File: src/rtl/uart_pkg.sv
// Shared UART definitions: receiver state encoding, data width and the
// baud divisor helper used by both uart_rx and uart_tx.
package uart_pkg;

    localparam int UART_DATA_W = 8;

    typedef enum logic [1:0] {
        IDLE  = 2'd0,
        START = 2'd1,
        DATA  = 2'd2,
        STOP  = 2'd3
    } uart_state_t;

    function automatic int baud_div(input int clk_hz, input int baud);
        return clk_hz / baud;
    endfunction

endpackage

File: src/rtl/uart_rx_sync.sv
// Three-flop synchroniser for the asynchronous serial line plus a
// falling-edge detector on the synchronised copy.
module uart_rx_sync (
    input  logic sclk,
    input  logic s_rst,
    input  logic rs232_rx,
    output logic rx_s,
    output logic fall
);

    logic r1;
    logic r2;
    logic r3;

    // Reset to the idle-high line level so leaving reset never looks like a start edge.
    always_ff @(posedge sclk) begin
        if (s_rst) begin
            r1 <= 1'b1;
            r2 <= 1'b1;
            r3 <= 1'b1;
        end else begin
            r1 <= rs232_rx;
            r2 <= r1;
            r3 <= r2;
        end
    end

    assign rx_s = r2;
    assign fall = r3 & ~r2;

endmodule

File: src/rtl/uart_rx.sv
// 8N1 UART receiver: detects the start edge, samples each bit at mid-bit and
// presents the byte with single-cycle rx_flag / frame_err strobes.
module uart_rx
    import uart_pkg::*;
#(
    parameter int CLK_HZ = 50_000_000,
    parameter int BAUD   = 9600
) (
    input  logic                   sclk,
    input  logic                   s_rst,
    input  logic                   rs232_rx,
    output logic [UART_DATA_W-1:0] rx_data,
    output logic                   rx_flag,
    output logic                   frame_err,
    output logic                   rx_busy
);

    localparam int BAUD_DIV = baud_div(CLK_HZ, BAUD);
    localparam int CNT_W    = $clog2(BAUD_DIV);
    localparam logic [CNT_W-1:0] CNT_MAX = CNT_W'(BAUD_DIV - 1);
    localparam logic [CNT_W-1:0] CNT_MID = CNT_W'(BAUD_DIV / 2 - 1);

    logic                   rx_s;
    logic                   fall;
    uart_state_t            state;
    logic [CNT_W-1:0]       baud_cnt;
    logic [3:0]             bit_cnt;
    logic [UART_DATA_W-1:0] shift_reg;
    logic                   mid_bit;

    uart_rx_sync u_sync (
        .sclk     (sclk),
        .s_rst    (s_rst),
        .rs232_rx (rs232_rx),
        .rx_s     (rx_s),
        .fall     (fall)
    );

    assign mid_bit = (baud_cnt == CNT_MID);

    // Output strobes: rx_flag and frame_err are each high for exactly one
    // cycle and never together; there is no back-pressure, the consumer must
    // capture rx_data in the rx_flag cycle. rx_busy mirrors state != IDLE.
    always_ff @(posedge sclk) begin
        if (s_rst) begin
            state     <= IDLE;
            baud_cnt  <= '0;
            bit_cnt   <= '0;
            shift_reg <= '0;
            rx_data   <= '0;
            rx_flag   <= 1'b0;
            frame_err <= 1'b0;
            rx_busy   <= 1'b0;
        end else begin
            rx_flag   <= 1'b0;
            frame_err <= 1'b0;
            if (state != IDLE) begin
                baud_cnt <= (baud_cnt == CNT_MAX) ? '0 : baud_cnt + 1'b1;
            end
            case (state)
                IDLE: begin
                    if (fall) begin
                        state    <= START;
                        baud_cnt <= '0;
                        rx_busy  <= 1'b1;
                    end
                end
                START: begin
                    if (mid_bit) begin
                        if (rx_s) begin
                            state   <= IDLE;
                            rx_busy <= 1'b0;
                        end else begin
                            state   <= DATA;
                            bit_cnt <= '0;
                        end
                    end
                end
                DATA: begin
                    if (mid_bit) begin
                        shift_reg <= {rx_s, shift_reg[UART_DATA_W-1:1]};
                        bit_cnt   <= bit_cnt + 1'b1;
                        if (bit_cnt == 4'd7) begin
                            state <= STOP;
                        end
                    end
                end
                STOP: begin
                    // Leaving at mid-stop gives half a bit of margin for a back-to-back start edge.
                    if (mid_bit) begin
                        if (rx_s) begin
                            rx_data <= shift_reg;
                            rx_flag <= 1'b1;
                        end else begin
                            frame_err <= 1'b1;
                        end
                        state   <= IDLE;
                        rx_busy <= 1'b0;
                    end
                end
                default: begin
                    state   <= IDLE;
                    rx_busy <= 1'b0;
                end
            endcase
        end
    end

endmodule

File: config.mk
export PLATFORM = sky130hd
export DESIGN_NAME = uart_rx
export DESIGN_NICKNAME = d
export VERILOG_FILES = /design/src/rtl/uart_pkg.sv /design/src/rtl/uart_rx_sync.sv /design/src/rtl/uart_rx.sv
export SDC_FILE = /design/constraint.sdc
export NUM_CORES = 1
export LEC_CHECK = 0
export ABC_AREA = 0
export BUFFER_PORTS_ARGS = -buffer_cell sky130_fd_sc_hd__clkbuf_2
export CAP_MARGIN = 0
export CELL_PAD_IN_SITES_DETAIL_PLACEMENT = 1
export CELL_PAD_IN_SITES_GLOBAL_PLACEMENT = 1
export CORE_ASPECT_RATIO = 1.1
export CORE_MARGIN = 5
export CORE_UTILIZATION = 45
export DETAILED_ROUTE_END_ITERATION = 6
export GPL_TIMING_DRIVEN = 0
export PLACE_DENSITY = 0.82
export SETUP_SLACK_MARGIN = 0.15
export SYNTH_ARGS = -nofsm -noshare
export SYNTH_HDL_FRONTEND = slang
export SYNTH_HIERARCHICAL = 1
export SYNTH_SLANG_ARGS = --single-unit
File: constraint.sdc
create_clock -name sclk -period 2.08 [get_ports sclk]
set_input_delay 0.104 -clock sclk [delete_from_list [all_inputs] [get_ports sclk]]
set_output_delay 0.104 -clock sclk [all_outputs]
set_load 0.005 [all_outputs]
==> metrics, run 1 <==
top post-synthesis cells by area=dfxtp_1, nand2_1, mux2i_1; post-route ant nets=0; MaxCap Viol Count=0; vias per cell=between 5 and 6; share of layout cells above drive strength 1=0.2510; dominant synthesized flop cell=dfxtp_1; Worst Path Max Fanout=4; Post-Route WL=5333 um; Die ar.=around 0.0056 mm^2; top post-synthesis cells by count=dfxtp_1, nand2_1, nor2_1; post-place setup slack=-211.3 ps; Clock Latency Late Sink=310 ps; worst-margin pin slew=roughly 560 ps; post-synthesis cell area=approximately 0.0019 mm^2; root buf cell=clkbuf_8; r2r startpoint=baud_cnt[1]$_SDFF_PP0_; All-Layer GR Usage=0.1842; CTS Buf Count=5; PortBufs=13; Layout area overhead=24.82%; io pins=14; gpl congestion=~0.75; grt total ovfl=0; Hold Crit Start=s_rst; YS warnings=6; status=completed; core area=around 0.004 mm^2; worst clock skew=between 10 and 15 ps; initial antenna violation count=0; Worst Setup Start Kind=flip-flop; RSZ-0062 raised after global routing=false; Largest register FFs=13; setup ws final=about 180 ps; CP required=2270 ps; Hold/Removal Path Class=input pin to flip-flop; fin nets=252; post-synthesis cell type count=45; hold path depth=2; # rows=24; clock sinks=between 40 and 50; clk slew on worst S/H paths=90 ps; VDD IR max=roughly 0.45 mV; number of enable flip-flop cells after synthesis=0; largest net degree at the start of global routing=15; cell taking the most area after synthesis=dfxtp_1; die width=71.64 um; post-DR wirelength/cell=~18 um; FFs w/ async S/R, synth=0; CTS tree=yes; WHS Endpoint=u_sync/r1$_SDFF_PP1_; number of H-tree levels=2; part of the cycle the worst path needs=0.9145; register area share after synthesis=0.4365; Synth top area share=0.4365; Slew Viols, Final=0; Seq cells post-synth=41; vias in the first global route=1777; Syn Area/Cell=8.955 um^2; worst reg2reg path depth=7; CP Capture Type=flip-flop; # diodes=0; initial core utilization=0.4709; Setup Crit Path Kind=flip-flop to flip-flop; arrival time worst endpoint=between 2000 and 2500 ps; syn nets=220; most common cell in the synthesized netlist=dfxtp_1; Pre-Repair DR Iteration Count=6; Filler cells=474; via count=~1700; Die H=about 78 um; first-pass GRT wire length=roughly 8300 um; detailed router's first-iteration violation count=just under 90; Max Fclk=525.7 MHz; drt drc=0; hpwl dp=~3200 um; Fin Setup TNS=0 ps; Max transition margin=0.6235; Leak=0.8886 nW; PD cells=~740 mW/mm^2; Mapped Cells=between 200 and 250; setup violation total in the final timing report=0; min Tclk post-route=1902 ps; Clock Tree Buf Depth=2; endpoints failing hold=0; R2R setup slack=about 180 ps
## cells in the final DEF, fill, tap and decap left out, types with 4 or more instances in the layout
cell      Yosys  layout
inv_1         5       4
mux2i_1      10      10
nand2_1      28      27
clkbuf_1      7       4
clkbuf_8      0       5
dfxtp_1      41      35
nor2_1       24      24
ha_1          7       5
a21oi_1      19      18
clkbuf_2      0      13
buf_4         0      13
a311oi_1      5       5
dfxtp_2       0       4
o21ai_0       5       5
## per-stage QoR
step | hold WS, ps | std cells | util | instance area (um^2) | power (mW)
global placement | 280.7 | 275 | 0.5034 | 2011 | 0.9928
detailed placement | 295.5 | 275 | 0.5034 | 2011 | 1.000
CTS | 27.83 | 289 | 0.5514 | 2202 | 1.686
floorplan | 201.1 | 210 | - | 1881 | 0.9486
global route | 51.28 | 295 | 0.5877 | 2347 | 1.822
finish | 34.50 | 295 | 0.5877 | 2347 | 1.741
## routing by layer
layer	share of wire	vias up	global-route usage
li1	-	818	-
met1	0.41	854	0.2150
met2	0.54	24	0.3272
met3	0.024	13	0.04264
met4	0.022	0	0.06203
met5	0	-	0
## logic make-up after synthesis
group / after synthesis / synth area share
AO/OA/AOI/OAI: 43 / 0.1524
XOR/XNOR: 3 / 0.01397
adder cells (fa/ha/maj): 7 / 0.04657
buffers and inverters: 13 / 0.02661
flip-flops: 41 / 0.4365
multiplexers: 10 / 0.05323
AND/OR/NAND/NOR: 93 / 0.2708
## worst max-delay path: stages (launching register included)
cell       delay, ps
dfxtp_2          380
ha_4             160
nor4b_4          240
buf_4            180
nand4_1          190
a2111oi_4        350
mux2i_1          240
nor2_1            50
## cell type report
type                            instances  area [um^2]  area share
Timing Repair Buffer                   25        157.7     0.06716
Tap cell                               52        65.06     0.02772
Multi-Input combinational cell        156         1111      0.4733
Inverter                                5        22.52    0.009595
Clock buffer                            5        68.82     0.02932
Buffer                                  8        42.54     0.01812
Sequential cell                        41        833.3      0.3550
Clock inverter                          3        46.29     0.01972
## report_power, final
group	total, mW	internal [mW]	leakage, nW	switching (mW)
clock network	0.670	0.360	0.0543	0.310
registers	0.817	0.801	0.335	0.0160
logic	0.254	0.113	0.500	0.141
total	1.74	1.27	0.889	0.468
## repair_timing
action | CTS | global route
pin swaps | 2 | 3
hold endpoints to repair | 1 | 0
gates resized for setup | 8 | 28
buffers inserted | 5 | 6
setup endpoints to repair | 25 | 29
hold buffers | 1 | 0
cloned | 0 | 0
## worst max-delay path by stage
stage | start | endpoint | slack, ps | depth (start not counted)
after CTS | baud_cnt[0]$_SDFF_PP0_ | flip-flop | 120 | 6
final | baud_cnt[1]$_SDFF_PP0_ | flip-flop | 180 | 7
after global placement | state[0]$_SDFFE_PP0P_ | baud_cnt[3]$_SDFF_PP0_ | -150 | 7
after detailed placement | state[0]$_SDFFE_PP0P_ | baud_cnt[4]$_SDFF_PP0_ | -210 | 7
after floorplan | state[0]$_SDFFE_PP0P_ | baud_cnt[9]$_SDFF_PP0_ | 290 | 7
after global routing | baud_cnt[1]$_SDFF_PP0_ | flip-flop | 80 | 7
(Power assumes the default switching activity.)
==> run 2, diff against run 1 <==
--- a/config.mk
+++ b/config.mk
@@ -14,7 +14,6 @@
 export CORE_MARGIN = 5
 export CORE_UTILIZATION = 45
 export DETAILED_ROUTE_END_ITERATION = 6
-export GPL_TIMING_DRIVEN = 0
 export PLACE_DENSITY = 0.82
 export SETUP_SLACK_MARGIN = 0.15
 export SYNTH_ARGS = -nofsm -noshare
==> run 2 against run 1 <==
Effect of this change: global-route usage rose by 0.79 points; via count fell by 5.0%; non-clock buffer count fell by 10; clock power fell by 3.4%; maximum frequency fell by 4.6%; critical path depth did not move.
==> metrics, run 2 (synthesis gave the netlist of run 1 again) <==
WHS Endpoint=u_sync/rx_s$_SDFF_PP1_; All-Layer GR Usage=0.1921 (+0.007862); crit-path cells=inv_1 -> ha_2 -> nor2b_1 -> buf_4 -> a2111oi_4 -> mux2i_1 -> nor2_1; Layout area overhead=19.89%; r2r startpoint=state[0]$_SDFFE_PP0P_; Clock Latency Late Sink=300 ps (about the same); part of the cycle the worst path needs=0.9588 (+0.04436); PD cells=739.4 mW/mm^2 (-0.30%); RSZ-0062 raised after global routing=true; CTS Buf Count=5 (unchanged); endpoints failing hold=0 (unchanged); root buf cell=clkbuf_8; worst clock skew=7.894 ps (-3.366 ps); core area=0.003994 mm^2 (unchanged); Pre-Repair DR Iteration Count=4 (-2); first-pass GRT wire length=8390 um (+1.5%); detailed router's first-iteration violation count=51 (-42%); FF/Latch Area=827.0 um^2 (-0.75%); gpl congestion=0.8271 (+11%); die width=71.64 um (unchanged); Clock Tree Buf Depth=2 (unchanged); area of the multi-input gates=0.001090 mm^2 (-1.9%); met1 wire length=2041 um (-6.7%); grt total ovfl=0 (unchanged); Post-Route WL=4939 um (-7.4%); CP required=2230 ps (-40 ps); setup violation total in the final timing report=0 (unchanged); max incr delay on CP=400 ps (+20 ps); Leak=0.8500 nW (-4.3%); fin nets=242 (-4.0%); Worst Path Max Fanout=9 (+5); clock sinks=41 (unchanged); post-route ant nets=0 (unchanged); arrival time worst endpoint=2140 ps (+50 ps); commonest non-fill, non-tap cells in the layout=dfxtp_1, nand2_1, nor2_1, a21oi_1, clkbuf_2; VDD IR max=0.4372 mV (-2.6%); number of H-tree levels=2 (unchanged); initial core utilization=0.4709 (unchanged); Largest register FFs=13 (unchanged); Crit-path slowest cell=dfxtp_1; status=completed; Final Non-Filler Cells=285 (-3.4%); vias in the first global route=1765 (-0.68%); CTS tree=yes; MaxCap Viol Count=0 (unchanged); Hold/Removal Path Class=flip-flop to flip-flop; vias per cell=5.695 (-1.7%); worst-margin pin slew=766.2 ps (+201.5 ps); PortBufs=13 (unchanged); Worst Setup Start Kind=flip-flop; top sig layer=met4; Setup Crit Path Kind=flip-flop to flip-flop; CP Capture Type=flip-flop; hold path depth=1 (-1); Die ar.=0.005573 mm^2 (unchanged); Util after Layout=0.5645 (-0.02318); hpwl dp=3246 um (+0.40%); Filler cells=476 (+0.42%); Worst Hold Margin=441.9 ps (+407.4 ps); WL met2=2683 um (-7.5%); # rows=24 (unchanged); R2R setup slack=90 ps (-90 ps); DP Cell Count=272 (-1.1%); Hold Crit Start=u_sync/r1$_SDFF_PP1_; DR WL met3=102 um (-20%); Slew Viols, Final=0 (unchanged); min Tclk post-route=1994 ps (+92.27 ps); initial antenna violation count=0 (unchanged); Die H=77.80 um (unchanged); most common cell after layout, fill and taps aside=dfxtp_1; Power, Total=1.667 mW (-4.2%); # diodes=0 (unchanged); largest net degree at the start of global routing=40 (+25); post-DR wirelength/cell=17.33 um (-4.1%); Max transition margin=0.4892 (-0.1343); Fin Setup TNS=0 ps (unchanged); drt drc=0 (unchanged); share of layout cells above drive strength 1=0.2017 (-0.04931); worst reg2reg path depth=7 (unchanged); via count=1623 (-5.0%); io pins=14 (unchanged); Max Fclk=501.4 MHz (-4.6%); clk slew on worst S/H paths=90 ps (about the same)
run 2: report_power, final:
group / switching, mW / leakage (nW) / internal (mW)
registers: 0.0160 / 0.333 / 0.800
logic: 0.119 / 0.462 / 0.0856
clock network: 0.287 / 0.0554 / 0.360
total: 0.422 / 0.850 / 1.25
run 2: worst max-delay path by stage:
stage	from	to	slack (ps)
4_1_cts	baud_cnt[0]$_SDFF_PP0_	shift_reg[3]$_SDFFE_PP0P_	120
5_1_grt	baud_cnt[1]$_SDFF_PP0_	flip-flop	-2
3_3_place_gp	baud_cnt[0]$_SDFF_PP0_	flip-flop	120
3_5_place_dp	flip-flop	bit_cnt[3]$_SDFFE_PP0P_	50
2_1_floorplan	state[0]$_SDFFE_PP0P_	baud_cnt[9]$_SDFF_PP0_	290
6_report	state[0]$_SDFFE_PP0P_	flip-flop	90
run 2: metrics by stage:
step | setup slack, ps | area, um^2
3_3_place_gp | 121.2 | 2017
6_report | 85.61 | 2255
5_1_grt | -2.395 | 2255
2_1_floorplan | 291.0 | 1881
4_1_cts | 123.7 | 2176
3_5_place_dp | 52.74 | 2017
run 2: timing repair:
action	in CTS	in global routing
hold buffers	1	0
endpoints found under the setup margin	19	22
resized for setup	4	14
pin swaps	1	3
buffers inserted	2	2
endpoints found under the hold margin	1	0
run 2: final cells by class:
class | instances | area share
Multi-Input combinational cell | 156 | 0.4834
Sequential cell | 41 | 0.3668
Timing Repair Buffer | 23 | 0.06326
Clock buffer | 6 | 0.03219
Tap cell | 52 | 0.02886
Clock inverter | 2 | 0.01720
Inverter | 5 | 0.008324
run 2: critical path: cells and delay by family (launching register included):
kind	cells	cell delay [ps]
flip-flops	1	400
multiplexers	1	250
buffers and inverters	2	340
AND/OR/NAND/NOR	2	250
AO/OA/AOI/OAI	1	330
adder cells (fa/ha/maj)	1	270
run 2: per-layer routing:
metal	global-route usage	vias up
met5	0	-
met4	0.08271	0
met3	0.03747	11
met2	0.3520	19
met1	0.2115	799
li1	-	794
==> run 3, diff against run 2 <==
--- a/config.mk
+++ b/config.mk
@@ -12,9 +12,10 @@
 export CELL_PAD_IN_SITES_GLOBAL_PLACEMENT = 1
 export CORE_ASPECT_RATIO = 1.1
 export CORE_MARGIN = 5
-export CORE_UTILIZATION = 45
+export CORE_UTILIZATION = 25
 export DETAILED_ROUTE_END_ITERATION = 6
-export PLACE_DENSITY = 0.82
+export GPL_TIMING_DRIVEN = 0
+export PLACE_DENSITY = 0.52
 export SETUP_SLACK_MARGIN = 0.15
 export SYNTH_ARGS = -nofsm -noshare
 export SYNTH_HDL_FRONTEND = slang
==> run 3 against run 2 <==
Effect of this change: via count fell by 0.92%; critical path type unchanged; final cell count rose by 14%; flip-flop and latch count did not move; count of clock-buffer cells in the layout fell by 1; first-iteration DRC count fell by 29%; largest power group unchanged; total power fell by 5.5%; die area rose by 68%; wire length fell by 2.7%.
==> metrics, run 3 (synthesis gave the netlist of run 1 again) <==
drt drc=0 (unchanged); PD cells=687.0 mW/mm^2 (-7.1%); initial core utilization=0.2544 (-0.2164); fin nets=247 (+2.1%); CTS Buf Count=5 (unchanged); # rows=33 (+38%); PortBufs=13 (unchanged); Leak=0.8476 nW (-0.29%); Worst Setup Start Kind=flip-flop; RSZ-0062 raised after global routing=true; All-Layer GR Usage=0.1078 (-0.08428); post-route ant nets=0 (unchanged); initial antenna violation count=0 (unchanged); largest net degree at the start of global routing=16 (-60%); Slew Viols, Final=0 (unchanged); setup violation total in the final timing report=0 (unchanged); core area=0.007391 mm^2 (+85%); worst reg2reg path depth=6 (-1); detailed router's first-iteration violation count=36 (-29%); Pre-Repair DR Iteration Count=2 (-2); clk slew on worst S/H paths=90 ps (about the same); Post-Route WL=4805 um (-2.7%); Max Fclk=540.7 MHz (+7.8%); via count=1608 (-0.92%); vias per cell=4.948 (-13%); Clock Tree Buf Depth=2 (unchanged); crit path from=baud_cnt[5]$_SDFF_PP0_; gpl congestion=0.7070 (-15%); r2r startpoint=baud_cnt[5]$_SDFF_PP0_; first-pass GRT wire length=7976 um (-4.9%); VDD IR max=0.2290 mV (-48%); CTS tree=yes; Max transition margin=0.6301 (+0.1409); share of layout cells above drive strength 1=0.2143 (+0.01257); Switch Pwr=0.4447 mW (+5.5%); worst clock skew=7.909 ps (+0.01499 ps); Hold/Removal Path Class=input pin to flip-flop; vias in the first global route=1658 (-6.1%); number of H-tree levels=2 (unchanged); status=completed; part of the cycle the worst path needs=0.8892 (-0.06967); Layout area overhead=21.89%; Worst Hold Margin=19.38 ps (-422.6 ps); FF/Latch Area=825.8 um^2 (-0.15%); CP required=2310 ps (+80 ps); MaxCap Viol Count=0 (unchanged); root buf cell=clkbuf_8; Setup Crit Path Kind=flip-flop to flip-flop; post-DR wirelength/cell=14.78 um (-15%); endpoints failing hold=0 (unchanged); Net Sw Frac=0.2824 (+0.02949); Die H=101.0 um (+30%); Die ar.=0.009359 mm^2 (+68%); Hold Crit Start=s_rst; CP Capture Type=flip-flop; area of the multi-input gates=0.001085 mm^2 (-0.46%); Worst Path Max Fanout=8 (-1); Final Non-Filler Cells=325 (+14%); io pins=14 (unchanged); Filler cells=889 (+87%); arrival time worst endpoint=2080 ps (-60 ps); Sequential Power Share=0.516 (+0.027); die width=92.70 um (+29%); clock sinks=41 (unchanged); most common cell after layout, fill and taps aside=dfxtp_1; hpwl dp=3359 um (+3.5%); DP Cell Count=310 (+14%); grt total ovfl=0 (unchanged); combinational share of power=0.131 (+0.008); worst-margin pin slew=554.8 ps (-211.4 ps); Clock Latency Late Sink=300 ps (about the same); Internal=1.130 mW (-9.3%); Clock power frac=0.353 (-0.035); # diodes=0 (unchanged); hold path depth=2 (+1); min Tclk post-route=1849 ps (-144.9 ps); Largest register FFs=13 (unchanged); commonest non-fill, non-tap cells in the layout=dfxtp_1, nand2_1, nor2_1, a21oi_1, clkbuf_2
## run 3: cell count changes in the layout (fill, tap and decap cells not counted), sizes merged
cell	delta
clkbuf	+4
bufinv	-1
clkinvlp	+1
inv	+1
## run 3: worst paths after layout
| kind | end | slack [ps] |
|---|---|---|
| worst max-delay path | rx_data[1]$_SDFFE_PP0P_ | 230 |
| worst min-delay path | u_sync/r3$_SDFF_PP1_ | 20 |
| worst max register to register | rx_data[1]$_SDFFE_PP0P_ | 230 |
| worst min register to register | u_sync/rx_s$_SDFF_PP1_ | 410 |
## run 3: power by group through the flow
stage / combinational [mW] / clock, mW / sequential [mW]
floorplan: 0.123 / 0 / 0.825
global placement: 0.175 / 0 / 0.827
detailed placement: 0.176 / 0 / 0.828
CTS: 0.206 / 0.584 / 0.809
global route: 0.232 / 0.615 / 0.816
finish: 0.207 / 0.555 / 0.812
## run 3: repair_timing
action	in CTS	in global routing
pin swaps	1	2
buffers inserted	3	3
hold buffers	1	0
gates resized for setup	9	16
endpoints found under the setup margin	24	28
hold endpoints to repair	1	0
## run 3: layout make-up
cell class                 count  area share
buffer                         8     0.01747
clock buffer                   5     0.03002
clock inverter                 3     0.01092
inverter                       5    0.008188
multi-input combinational    156      0.4733
sequential                    41      0.3603
tap                           87     0.04749
timing repair buffer          20     0.05240
## run 3: metal layers
metal | up-vias | global-route usage | part of all wire
li1 | 803 | - | -
met1 | 781 | 0.1312 | 0.46
met2 | 15 | 0.1853 | 0.49
met3 | 9 | 0.02465 | 0.022
met4 | 0 | 0.04059 | 0.022
met5 | - | 0 | 0
## run 3: metrics by stage
stage                     setup TNS, ps  total power [mW]  cell area [um^2]  worst slack, ps    util
after floorplan                       0            0.9486              1881            291.0       -
after global placement            -1783             1.002              2054           -208.7  0.2780
after detailed placement          -1887             1.004              2054           -218.8  0.2780
after CTS                             0             1.599              2212            109.0  0.2993
after global routing                  0             1.663              2292            90.23  0.3101
final                                 0             1.575              2292            230.5  0.3101
## run 3: critical path: stages, from the launching register on
cell      delay, ps
dfxtp_1         510
and4bb_2        380
and3_1          300
and3_1          180
buf_2           190
nand2_1          90
a21oi_1         140
